$ cat src/rtl/fir_pkg.sv
// Shared constants, FSM state type and index helpers for the time-multiplexed FIR.
package fir_pkg;
  localparam int DATA_W = 16;
  localparam int PROD_W = 2 * DATA_W;

  typedef enum logic [1:0] {IDLE, MAC, DRAIN, DONE} state_t;

  function automatic int clog2(input int n);
    int r;
    r = 0;
    while ((1 << r) < n) r++;
    return r;
  endfunction

  // (base - dec) mod n, for base in [0,n) and dec in [0,n]
  function automatic int mod_dec(input int base, input int dec, input int n);
    return (base >= dec) ? base - dec : base + n - dec;
  endfunction
endpackage

$ cat src/rtl/fir_delay_line.sv
// Circular sample history; read port addressed by age (0 = newest sample).
module fir_delay_line
  import fir_pkg::*;
#(
  parameter int TAPS = 8,
  parameter int DW   = 16,
  localparam int PW  = clog2(TAPS)
) (
  input  logic          clk,
  input  logic          rst_n,
  input  logic          we,
  input  logic [DW-1:0] din,
  input  logic [PW-1:0] age,
  output logic [DW-1:0] dout
);
  logic [TAPS-1:0][DW-1:0] mem;
  logic [PW-1:0]           wr_ptr;
  logic [PW-1:0]           rd_idx;

  always_ff @(posedge clk or negedge rst_n) begin
    if (!rst_n) begin
      mem    <= '0;
      wr_ptr <= '0;
    end else if (we) begin
      mem[wr_ptr] <= din;
      wr_ptr      <= (wr_ptr == PW'(TAPS - 1)) ? '0 : wr_ptr + 1'b1;
    end
  end

  // wr_ptr points at the next free slot, so the newest sample sits at wr_ptr-1
  assign rd_idx = PW'(mod_dec(int'(wr_ptr), int'(age) + 1, TAPS));
  assign dout   = mem[rd_idx];
endmodule

$ cat src/rtl/fir_mac_scheduler.sv
// Serial FIR: one shared multiplier, TAPS MAC cycles per sample, valid/ready output.
// Optional FIR_ROUND_SAT_EN: round half-up and saturate the output instead of truncating.
module fir_mac_scheduler #(
  parameter int TAPS      = 8,
  parameter int DATA_W    = fir_pkg::DATA_W,
  parameter int OUT_W     = 16,
  parameter int OUT_SHIFT = 0,
  localparam int AW       = fir_pkg::clog2(TAPS)
) (
  input  logic                  clk,
  input  logic                  rst_n,
  input  logic                  in_valid,
  output logic                  in_ready,
  input  logic [DATA_W-1:0]     in_data,
  input  logic                  coef_we,
  input  logic [AW-1:0]         coef_addr,
  input  logic [DATA_W-1:0]     coef_data,
  output logic                  busy,
  output logic [DATA_W-1:0]     mul_a,
  output logic [DATA_W-1:0]     mul_b,
  input  logic [2*DATA_W-1:0]   mul_p,
  output logic                  y_valid,
  input  logic                  y_ready,
  output logic [OUT_W-1:0]      y_data
);
  import fir_pkg::*;

  localparam int ACC_W = 2 * DATA_W + AW;

  state_t                     state, nxt;
  logic [AW-1:0]              k;
  logic [ACC_W-1:0]           acc;
  logic [2*DATA_W-1:0]        p_reg;
  logic [TAPS-1:0][DATA_W-1:0] coef;
  logic [DATA_W-1:0]          x_k;
  logic [OUT_W-1:0]           y_shaped;
  logic                       accept, last_k;

  assign accept = (state == IDLE) && in_valid;
  assign last_k = (k == AW'(TAPS - 1));

  fir_delay_line #(.TAPS(TAPS), .DW(DATA_W)) u_dl (
    .clk   (clk),
    .rst_n (rst_n),
    .we    (accept),
    .din   (in_data),
    .age   (k),
    .dout  (x_k)
  );

  always_ff @(posedge clk or negedge rst_n) begin
    if (!rst_n) state <= IDLE;
    else        state <= nxt;
  end

  always_ff @(posedge clk or negedge rst_n) begin
    if (!rst_n) begin
      k     <= '0;
      acc   <= '0;
      p_reg <= '0;
      coef  <= '0;
    end else begin
      p_reg <= mul_p;
      if (state == IDLE && coef_we && int'(coef_addr) < TAPS)
        coef[coef_addr] <= coef_data;
      case (state)
        IDLE: if (in_valid) begin
          acc <= '0;
          k   <= '0;
        end
        // p_reg lags one cycle, so the first MAC cycle has nothing to add yet
        MAC: begin
          if (k != '0) acc <= acc + ACC_W'(p_reg);
          if (!last_k) k <= k + 1'b1;
        end
        DRAIN: acc <= acc + ACC_W'(p_reg);
        default: ;
      endcase
    end
  end

  always_comb begin
    nxt = state;
    case (state)
      IDLE:    if (in_valid) nxt = MAC;
      MAC:     if (last_k)   nxt = DRAIN;
      DRAIN:                 nxt = DONE;
      DONE:    if (y_ready)  nxt = IDLE;
      default:               nxt = IDLE;
    endcase
  end

`ifdef FIR_ROUND_SAT_EN
  localparam logic [ACC_W:0] RND = ((ACC_W+1)'(1) << OUT_SHIFT) >> 1;
  logic [ACC_W:0] rnd_sum;
  assign rnd_sum  = ({1'b0, acc} + RND) >> OUT_SHIFT;
  assign y_shaped = (rnd_sum > (ACC_W+1)'({OUT_W{1'b1}})) ? '1 : rnd_sum[OUT_W-1:0];
`else
  assign y_shaped = OUT_W'(acc >> OUT_SHIFT);
`endif

  always_comb begin
    in_ready = 1'b0;
    busy     = (state != IDLE);
    mul_a    = '0;
    mul_b    = '0;
    y_valid  = 1'b0;
    y_data   = '0;
    case (state)
      IDLE: in_ready = rst_n;
      MAC: begin
        mul_a = x_k;
        mul_b = coef[k];
      end
      DONE: begin
        y_valid = 1'b1;
        y_data  = y_shaped;
      end
      default: ;
    endcase
  end
endmodule

$ cat config.mk
export PLATFORM = sky130hd
export DESIGN_NAME = fir_mac_scheduler
export DESIGN_NICKNAME = d
export VERILOG_FILES = /design/src/rtl/fir_pkg.sv /design/src/rtl/fir_delay_line.sv /design/src/rtl/fir_mac_scheduler.sv
export SDC_FILE = /design/constraint.sdc
export NUM_CORES = 1
export LEC_CHECK = 0
export CAP_MARGIN = 5
export CORE_ASPECT_RATIO = 0.9
export CORE_MARGIN = 3
export CORE_UTILIZATION = 42
export DETAILED_ROUTE_END_ITERATION = 16
export SLEW_MARGIN = 20
export SYNTH_ARGS = -nofsm -noshare
export SYNTH_HDL_FRONTEND = slang
export SYNTH_SLANG_ARGS = --single-unit
$ cat constraint.sdc
create_clock -name clk -period 5.8 [get_ports clk]
set_input_delay 1.45 -clock clk [delete_from_list [all_inputs] [get_ports clk]]
set_output_delay 1.45 -clock clk [all_outputs]
set_load 0.005 [all_outputs]
==> results.py, run 1 <==
metrics = {
    "outcome": {
        "status": "finished, final reports clean",
    },
    "synth": {
        "synth_area_leaders": "dfrtp_1 52%, mux2_2 19%, mux4_2 10%",
        "synth-adder-area-share_pct": 2.57,
        "syn-num-nets": 1057,
        "ys_seq_elements": 296,
        "yosysSeqAreaShare_pct": 52.2,
        "synth_compound_area_share_pct": 3.00,
        "synth_ff_type": "dfrtp_1",
        "synth_xor_area_share_pct": 0.979,
        "synth_edf_count": 0,
        "async_flop_share_pct": 100,
        "synth.avg_cell_area_sq_um": 14.8,
        "synth_mux_area_share_pct": 33.5,
        "synth_top_family_by_area": "multiplexers",
        "syn_area_sq_um": 14200,
        "yosysWarnings": 0,
        "yosysTopAreaCell": "dfrtp_1",
        "synth_top_area_share_pct": 52.2,
        "synth_simple_gate_area_share_pct": 5.47,
        "synthCells": 957,
        "synth.distinct_cells": 55,
    },
    "drt": {
        "viasPerCell": 5.42,
        "ant_nets": 0,
        "vias": 8227,
        "initialDrtViolationCount": 318,
        "routed_wl_microns": 31400,
        "drc_errors": 0,
        "dr.pass1.iters": 4,
        "wl_per_cell_microns": 20.7,
    },
    "worst_setup_path": {
        "cp_max_fo": 34,
        "crit_arrival_ns": 4.00,
        "cp_slowest_stage_delay_ns": 0.78,
        "critPathKind": "register to output pin",
        "r2r_end": "coef[7]",
        "cpMaxStageDelayCell": "xnor2_2",
        "r2r_cells": 6,
        "cp_cell_sequence": "buf_4 > ha_1 > ha_1 > xor2_1 > xnor2_2 > buf_4 > mux2i_1 > nor2b_1 > clkdlybuf4s50_1",
        "crit_start": "k[1]",
        "cp.required_ns": 4.35,
        "endpoint_kind": "output pin",
        "rrSetupSlack_ns": 2.84,
        "cp-start-kind": "register",
        "timing.rr.start": "state[1]",
    },
    "sta": {
        "period_minus_slack_ns": 5.45,
        "slew_violations": 0,
        "fin_skew_ns": 0.0138,
        "max_slew_margin_pct": 32.5,
        "rsz0062_at_grt": "no",
        "hold_viol": 0,
        "fin_ws_ns": 0.348,
        "finalSetupTns_ns": 0,
        "fmaxAchievable_mhz": 183,
        "worst-slew-pin-transition_ns": 1.01,
        "fin_crit_sh_pct": 94.0,
        "setup_viol": 0,
    },
    "cells_and_area": {
        "final_cell_mix": "295 x dfrtp_1, 238 x mux2_2, 105 x clkdlybuf4s50_1",
        "area_growth_pct": 18.9,
        "layout_commonest_cell": "dfrtp_1",
        "nFillCells": 2839,
        "register_area_sq_um": 7410,
        "top_regs": "coef x128, u_dl.mem x128",
        "finalNetCount": 1173,
        "diodes": 0,
        "multi_input_area_sq_um": 6470,
        "drive_gt1_share_pct": 38.7,
    },
    "flow_run": {
        "maxCapViolCount": 0,
    },
    "power": {
        "power.total_uw": 10200,
        "power.density_nw_per_um2": 607,
        "power.leakage_uw": 0.00729,
        "ir_worst_vdd_v": 0.000522,
    },
    "min_path": {
        "whs_path_depth": 1,
        "hold_path.startpoint": "coef[59]",
        "hp-class": "register to register",
        "min_to": "coef[59]",
    },
    "placed_design": {
        "routabilityCongestion": 0.788,
        "port_buffers": 106,
        "dp_worst_setup_slack_ns": 0.880,
        "hpwl_microns": 18700,
    },
    "global_route": {
        "antenna_found_initial": 2,
        "grt_max_degree": 138,
        "grt_pass1_vias": 8694,
        "grt_pass1_wl_microns": 50000,
        "overflow": 0,
        "grtUsageTotal_pct": 17.6,
    },
    "clock_tree": {
        "clock-root-buffer": "clkbuf_16",
        "clk_pin_slew_worst_paths_ns": 0.06,
        "clk_latency_ns": 0.50,
        "clock-sinks": 296,
        "h-tree-depth": 2,
        "cts-buffers-inserted": 34,
        "cts_resized": 0,
        "cts_setup_buffers": 0,
        "tritoncts": "done",
        "clockBufferDepth": 3,
        "cts_hold_buffers": 0,
    },
    "die": {
        "start_util_pct": 42.9,
        "die_h_microns": 180,
        "io-pin-count": 123,
        "chipWidth_microns": 200,
        "row_count": 63,
        "core_sq_um": 33100,
        "dieArea_sq_um": 36000,
    },
}
[kinds of logic after synthesis]
group           count (synthesis)
compound gates                 65
xor+xnor                       15
simple gates                  130
mux                           355
buf+inv                        68
fa+ha+maj                      28
flops                         296
[worst max path at each step]
| stage | endpoint | slack (ns) |
|---|---|---|
| global route | mul_a[0] | 0.20 |
| floorplan | mul_a[10] | 1.50 |
| detailed placement | mul_a[0] | 0.88 |
| global placement | mul_a[7] | 0.90 |
| finish | mul_a[3] | 0.35 |
| CTS | mul_a[0] | 0.32 |
[final cells by class]
class	count	share of cell area, %
clock buffers	47	5.70
clock inverters	13	0.934
repair buffers	132	7.62
multi-input cells	593	38.4
well taps	422	3.13
flip-flops and latches	296	43.9
inverters	16	0.356
[layer usage]
metal / global-route usage (%) / wire, microns / share of wire [%]
met4: 3.27 / 424 / 1.3
met1: 25.4 / 15000 / 48
met3: 3.01 / 1000 / 3.2
met5: 0 / 27 / 0.086
met2: 28.6 / 15000 / 48
[cell usage after synthesis (4+ instances only)]
library cell  count
a21o_1            5
a21oi_1          15
and2_1           19
buf_2            27
buf_4             6
clkbuf_1         16
dfrtp_1         296
ha_1             26
inv_1            15
mux2_2          238
mux2_4           20
mux2i_1          33
mux4_2           64
nand2_1          35
nand3_1           5
nor2_1            6
nor2_2            4
nor2b_1          36
nor3_2            7
o21ai_0          19
xnor2_1           8
xor2_1            6
[report_power, final]
group / total, uW / leakage (uW) / internal (uW) / switching (uW)
combinational: 4610 / 0.00304 / 2620 / 1990
clock: 2150 / 0.000549 / 1300 / 850
sequential: 3480 / 0.00370 / 3010 / 478
[critical path: cells and delay by family, from the launching register on]
family | cells | cell delay, ns
adder cells (fa/ha/maj) | 2 | 0.52
multiplexers | 1 | 0.11
flip-flops | 1 | 0.36
AND/OR/NAND/NOR | 1 | 0.18
XOR/XNOR | 2 | 0.98
buffers and inverters | 3 | 1.35
[per-stage QoR]
stage / utilization, % / hold slack [ns] / std cells / instance area [sq um]
6_report: 51.0 / 0.500 / 1519 / 16900
3_5_place_dp: 47.6 / 0.490 / 1459 / 15800
3_3_place_gp: 47.6 / 0.483 / 1459 / 15800
2_1_floorplan: - / 0.470 / 957 / 14200
5_1_grt: 51.0 / 0.509 / 1519 / 16900
4_1_cts: 51.0 / 0.504 / 1519 / 16900
No activity file was read; power rests on OpenSTA's default activity.
==> run 2, diff against run 1 <==
--- a/config.mk
+++ b/config.mk
@@ -9,6 +9,7 @@
 export CORE_ASPECT_RATIO = 0.9
 export CORE_MARGIN = 3
 export CORE_UTILIZATION = 42
+export CTS_CLUSTER_SIZE = 12
 export DETAILED_ROUTE_END_ITERATION = 16
 export SLEW_MARGIN = 20
 export SYNTH_ARGS = -nofsm -noshare
==> results.py, run 2 (synthesis gave the netlist of run 1 again) <==
metrics = {
    "global_route": {
        "grt_pass1_vias": 8716,
        "grt_pass1_wl_microns": 50200,
        "antenna_found_initial": 2,
        "grtUsageMet2_pct": 28.5,
        "grt.busiest_layer": "met2",
        "grtUsageMet3_pct": 2.92,
        "grtUsageTotal_pct": 17.7,
        "grt_max_degree": 138,
        "use_met1_pct": 25.6,
        "overflow": 0,
    },
    "sta": {
        "finalSetupTns_ns": 0,
        "worst-slew-pin-transition_ns": 0.989,
        "fin_crit_sh_pct": 93.5,
        "hold_viol": 0,
        "period_minus_slack_ns": 5.42,
        "rsz0062_at_grt": "no",
        "max_slew_margin_pct": 33.7,
        "slew_violations": 0,
        "fmaxAchievable_mhz": 184,
        "setup_viol": 0,
        "fin_skew_ns": 0.0191,
    },
    "worst_setup_path": {
        "cp_max_fo": 34,
        "critPathKind": "register to output pin",
        "crit_arrival_ns": 3.97,
        "cp-start-kind": "register",
        "cpMaxStageDelayCell": "xnor2_2",
        "cp_slowest_stage_delay_ns": 0.77,
        "endpoint_kind": "output pin",
        "cp_num_buf_inv": 3,
        "cp_cell_sequence": "buf_4 > ha_1 > ha_1 > xor2_1 > xnor2_2 > buf_4 > mux2i_1 > nor2b_1 > clkdlybuf4s50_1",
        "cp.required_ns": 4.35,
        "crit_family": "buffers and inverters",
    },
    "cells_and_area": {
        "multi_input_area_sq_um": 6470,
        "top_regs": "coef x128, u_dl.mem x128",
        "diodes": 0,
        "area_growth_pct": 18.6,
        "layout_commonest_cell": "dfrtp_1",
        "register_area_sq_um": 7410,
        "nFillCells": 2851,
        "drive_gt1_share_pct": 38.3,
        "final_cell_mix": "295 x dfrtp_1, 238 x mux2_2, 105 x clkdlybuf4s50_1",
        "fin_cells": 1519,
        "finalNetCount": 1173,
    },
    "placed_design": {
        "hpwl_microns": 18700,
        "routabilityCongestion": 0.788,
        "port_buffers": 106,
        "place_inst": 1459,
    },
    "die": {
        "chipWidth_microns": 200,
        "die_h_microns": 180,
        "io-pin-count": 123,
        "core_sq_um": 33100,
        "dieArea_sq_um": 36000,
        "row_count": 63,
        "start_util_pct": 42.9,
    },
    "drt": {
        "dr.pass1.iters": 4,
        "vias": 8201,
        "initialDrtViolationCount": 393,
        "drc_errors": 0,
        "routed_wl_microns": 31400,
        "viasPerCell": 5.40,
        "wl_per_cell_microns": 20.7,
        "ant_nets": 0,
    },
    "clock_tree": {
        "clk_latency_ns": 0.50,
        "clock-sinks": 296,
        "clock-root-buffer": "clkbuf_16",
        "tritoncts": "done",
        "clockBufferDepth": 3,
        "clk_pin_slew_worst_paths_ns": 0.06,
        "cts_setup_buffers": 0,
        "h-tree-depth": 2,
        "cts_hold_buffers": 0,
        "cts-buffers-inserted": 34,
        "cts_resized": 0,
    },
    "flow_run": {
        "maxCapViolCount": 0,
    },
    "power": {
        "ir_worst_vdd_v": 0.000524,
        "power.density_nw_per_um2": 604,
        "power.leakage_uw": 0.00727,
    },
    "min_path": {
        "hp-class": "register to register",
    },
    "outcome": {
        "status": "finished, final reports clean",
    },
}
## run 2: path summary, 6_finish.rpt
kind,endpoint,start,cells after the start,slack [ns]
worst max-delay path,mul_a[3],k[1],9,0.38
worst min-delay path,coef[101],coef[101],1,0.50
worst max register to register,coef[7],state[0],6,2.87
worst min register to register,coef[101],coef[101],1,0.50
max in group asynchronous,k[0],rst_n,3,2.92
min in group asynchronous,state[0],rst_n,1,0.84
## run 2: metal layers
metal | vias up | routed length (microns)
met5 | - | 27
met2 | 96 | 14900
met1 | 4305 | 15000
met3 | 39 | 1010
met4 | 4 | 441
li1 | 3757 | -
## run 2: layout make-up
cell class                      instances  share of cell area [%]
Clock buffer                           54                    6.04
Clock inverter                          6                   0.379
Sequential cell                       296                    44.0
Tap cell                              422                    3.14
Multi-Input combinational cell        593                    38.4
Inverter                               16                   0.357
Timing Repair Buffer                  132                    7.64
## run 2: worst register-to-register path: stages (launching register included)
cell     delay [ns]
dfrtp_1        0.40
inv_1          0.12
ha_1           0.55
inv_2          0.24
or4_1          0.85
buf_4          0.34
mux2_4         0.31
## run 2: stage by stage
step / util [%] / instance area (sq um) / power (uW) / hold WS (ns) / worst slack (ns)
2_1_floorplan: - / 14200 / 6820 / 0.470 / 1.50
3_3_place_gp: 47.6 / 15800 / 8080 / 0.483 / 0.902
3_5_place_dp: 47.6 / 15800 / 8190 / 0.490 / 0.880
4_1_cts: 50.9 / 16800 / 10300 / 0.504 / 0.332
5_1_grt: 50.9 / 16800 / 10900 / 0.509 / 0.202
6_report: 50.9 / 16800 / 10200 / 0.500 / 0.380
## run 2: where the power goes
part	switching (uW)	internal [uW]	total, uW	leakage (uW)
Sequential	476	3010	3480	0.00370
Combinational	1980	2620	4600	0.00304
Clock	833	1250	2080	0.000523
==> patch: new RTL, flow settings as in run 1 <==
Re-encode `state_t` (4 states) as one-hot, 4 bits wide.
--- a/src/rtl/fir_pkg.sv
+++ b/src/rtl/fir_pkg.sv
@@ -5,3 +5,3 @@
 
-  typedef enum logic [1:0] {IDLE, MAC, DRAIN, DONE} state_t;
+  typedef enum logic [3:0] {IDLE = 4'b0001, MAC = 4'b0010, DRAIN = 4'b0100, DONE = 4'b1000} state_t;
 
Behaviour: no difference found for any inputs over 4 cycles, from zero or initial values and one cycle with rst_n low; so few cycles prove little.
==> patch against run 1 <==
Largest power group unchanged; sequential cell count is 2 higher; setup slack improved by 0.31 ns; final cell count fell by 0.66%; maximum frequency grew 6.1%; wire length is 1.5% lower; count of clock-buffer cells in the layout rose by 4; power is 7.6% lower; final area shrank 0.76%; highest routed layer unchanged; synthesized area decreased by 0.78%.
==> patch: results (changes against run 1) <==
INFO  global_route   grt_first_pass_wirelength=49,600µm [-0.86%]
INFO  power          static-leakage-power=7.34nW [+0.74%]
INFO  min_path       worst_hold_path.endpoint=u_dl.mem[29]$_DFFE_PN0P_
INFO  cells_and_area fin_nets=1,162 [-0.94%]
INFO  worst_setup_path r2r_setup_slack=3.03ns [+0.19 ns]
INFO  cells_and_area finish.instance_area=16,700µm² [-0.76%]
INFO  outcome        run_status=completed
INFO  detailed_routing routedWlPerCell=20.5µm [-0.87%]
INFO  global_route   grt_util_overall=17.6% [-0.081 points]
INFO  worst_setup_path crit-reg2reg-capture=coef[107]$_DFFE_PN0P_
INFO  place          place_area=15,600µm² [-1.2%]
INFO  global_route   number_of_global_route_vias_before_repair=8,720 [+0.30%]
INFO  worst_setup_path worst-path-max-fanout=33 [-2.9%]
INFO  power          power.ir.vdd_worst=0.393mV [-25%]
INFO  synth          synth_common_cells=sky130_fd_sc_hd__dfrtp_1, sky130_fd_sc_hd__mux2_2, sky130_fd_sc_hd__mux4_2
INFO  cells_and_area post_route_cells_drive_above_1_share=37.8% [-0.86 points]
INFO  worst_setup_path path_depth_of_the_worst_reg2reg_path=5 [-1]
INFO  global_route   antenna_found_initial=1 [-1]
INFO  cells_and_area layout.filler_cells=2,757 [-2.9%]
INFO  place          dp_hpwl=18,700µm [about the same]
INFO  synth          synth_sequential_area_ratio=53.0% [+0.78 points]
INFO  synth          synth_fp_nets=1,052 [-0.47%]
INFO  detailed_routing routed_via_density=5.43 [+0.34%]
INFO  synth          yosysUniqueCellTypes=57 [+3.6%]
INFO  detailed_routing detailed_route_iter0_violations=340 [+6.9%]
[patch: changes by cell type after synthesis, sizes merged, moves of 3 or more]
cell / delta
xnor2: -3
nor3: -3
nor2b: -33
o21a: +3
clkbuf: +8
buf: -10
or3: +4
and2: -3
o21ai: +5
ha: -5
nor2: +32
o211ai: +4
nand3b: +5
[patch: power breakdown]
| part | internal [mW] | switching [mW] |
|---|---|---|
| logic | 2.18 | 1.59 |
| clock network | 1.33 | 0.867 |
| registers | 3.00 | 0.494 |
| total | 6.51 | 2.95 |
[patch: worst max-delay path by stage]
stage,endpoint,cells past startpoint
after floorplan,mul_a[10],10
after global placement,mul_a[9],9
after detailed placement,mul_a[9],9
after CTS,mul_a[9],9
after global routing,mul_a[10],9
final,mul_a[8],9
[patch: per-layer routing]
| layer | part of all wire [%] | global-route usage (%) |
|---|---|---|
| met1 | 47 | 25.0 |
| met2 | 48 | 28.2 |
| met5 | 0.055 | 0 |
| met3 | 3.7 | 3.20 |
| met4 | 1.7 | 4.10 |
[patch: critical path: stages, from the launching register on]
cell,delay [ns]
sky130_fd_sc_hd__dfrtp_1,0.34
sky130_fd_sc_hd__buf_4,0.44
sky130_fd_sc_hd__ha_1,0.25
sky130_fd_sc_hd__ha_1,0.25
sky130_fd_sc_hd__xor2_1,0.19
sky130_fd_sc_hd__xnor2_2,0.47
sky130_fd_sc_hd__buf_4,0.38
sky130_fd_sc_hd__mux2i_1,0.12
sky130_fd_sc_hd__nor2_1,0.16
sky130_fd_sc_hd__clkdlybuf4s50_1,0.53
[patch: per-stage QoR]
stage | hold WS, ns | setup WS [ns] | cells
finish | 0.498 | 0.661 | 1509
global route | 0.506 | 0.429 | 1509
CTS | 0.502 | 0.553 | 1509
detailed placement | 0.489 | 1.13 | 1447
global placement | 0.482 | 1.12 | 1446
floorplan | 0.469 | 1.24 | 957
[patch: kinds of logic (layout without fill, tap and decap cells)]
family                     after synthesis  in the layout  share of synthesized area [%]
buffers and inverters                   67            203                           2.47
adders and majority gates               23             23                           2.15
muxes                                  352            352                           33.5
DFF                                    298            298                           53.0
xor gates and xnor gates                12             12                          0.746
and+or+nand+nor                        135            135                           5.08
AOI/OAI and AO/OA                       70             70                           3.07
[patch: final cells by class]
cell class / instances / share of cell area, %
clock buffer: 51 / 6.19
clock inverter: 11 / 0.740
inverter: 17 / 0.381
multi-input combinational: 592 / 37.8
sequential: 298 / 44.6
tap: 416 / 3.11
timing repair buffer: 124 / 7.27
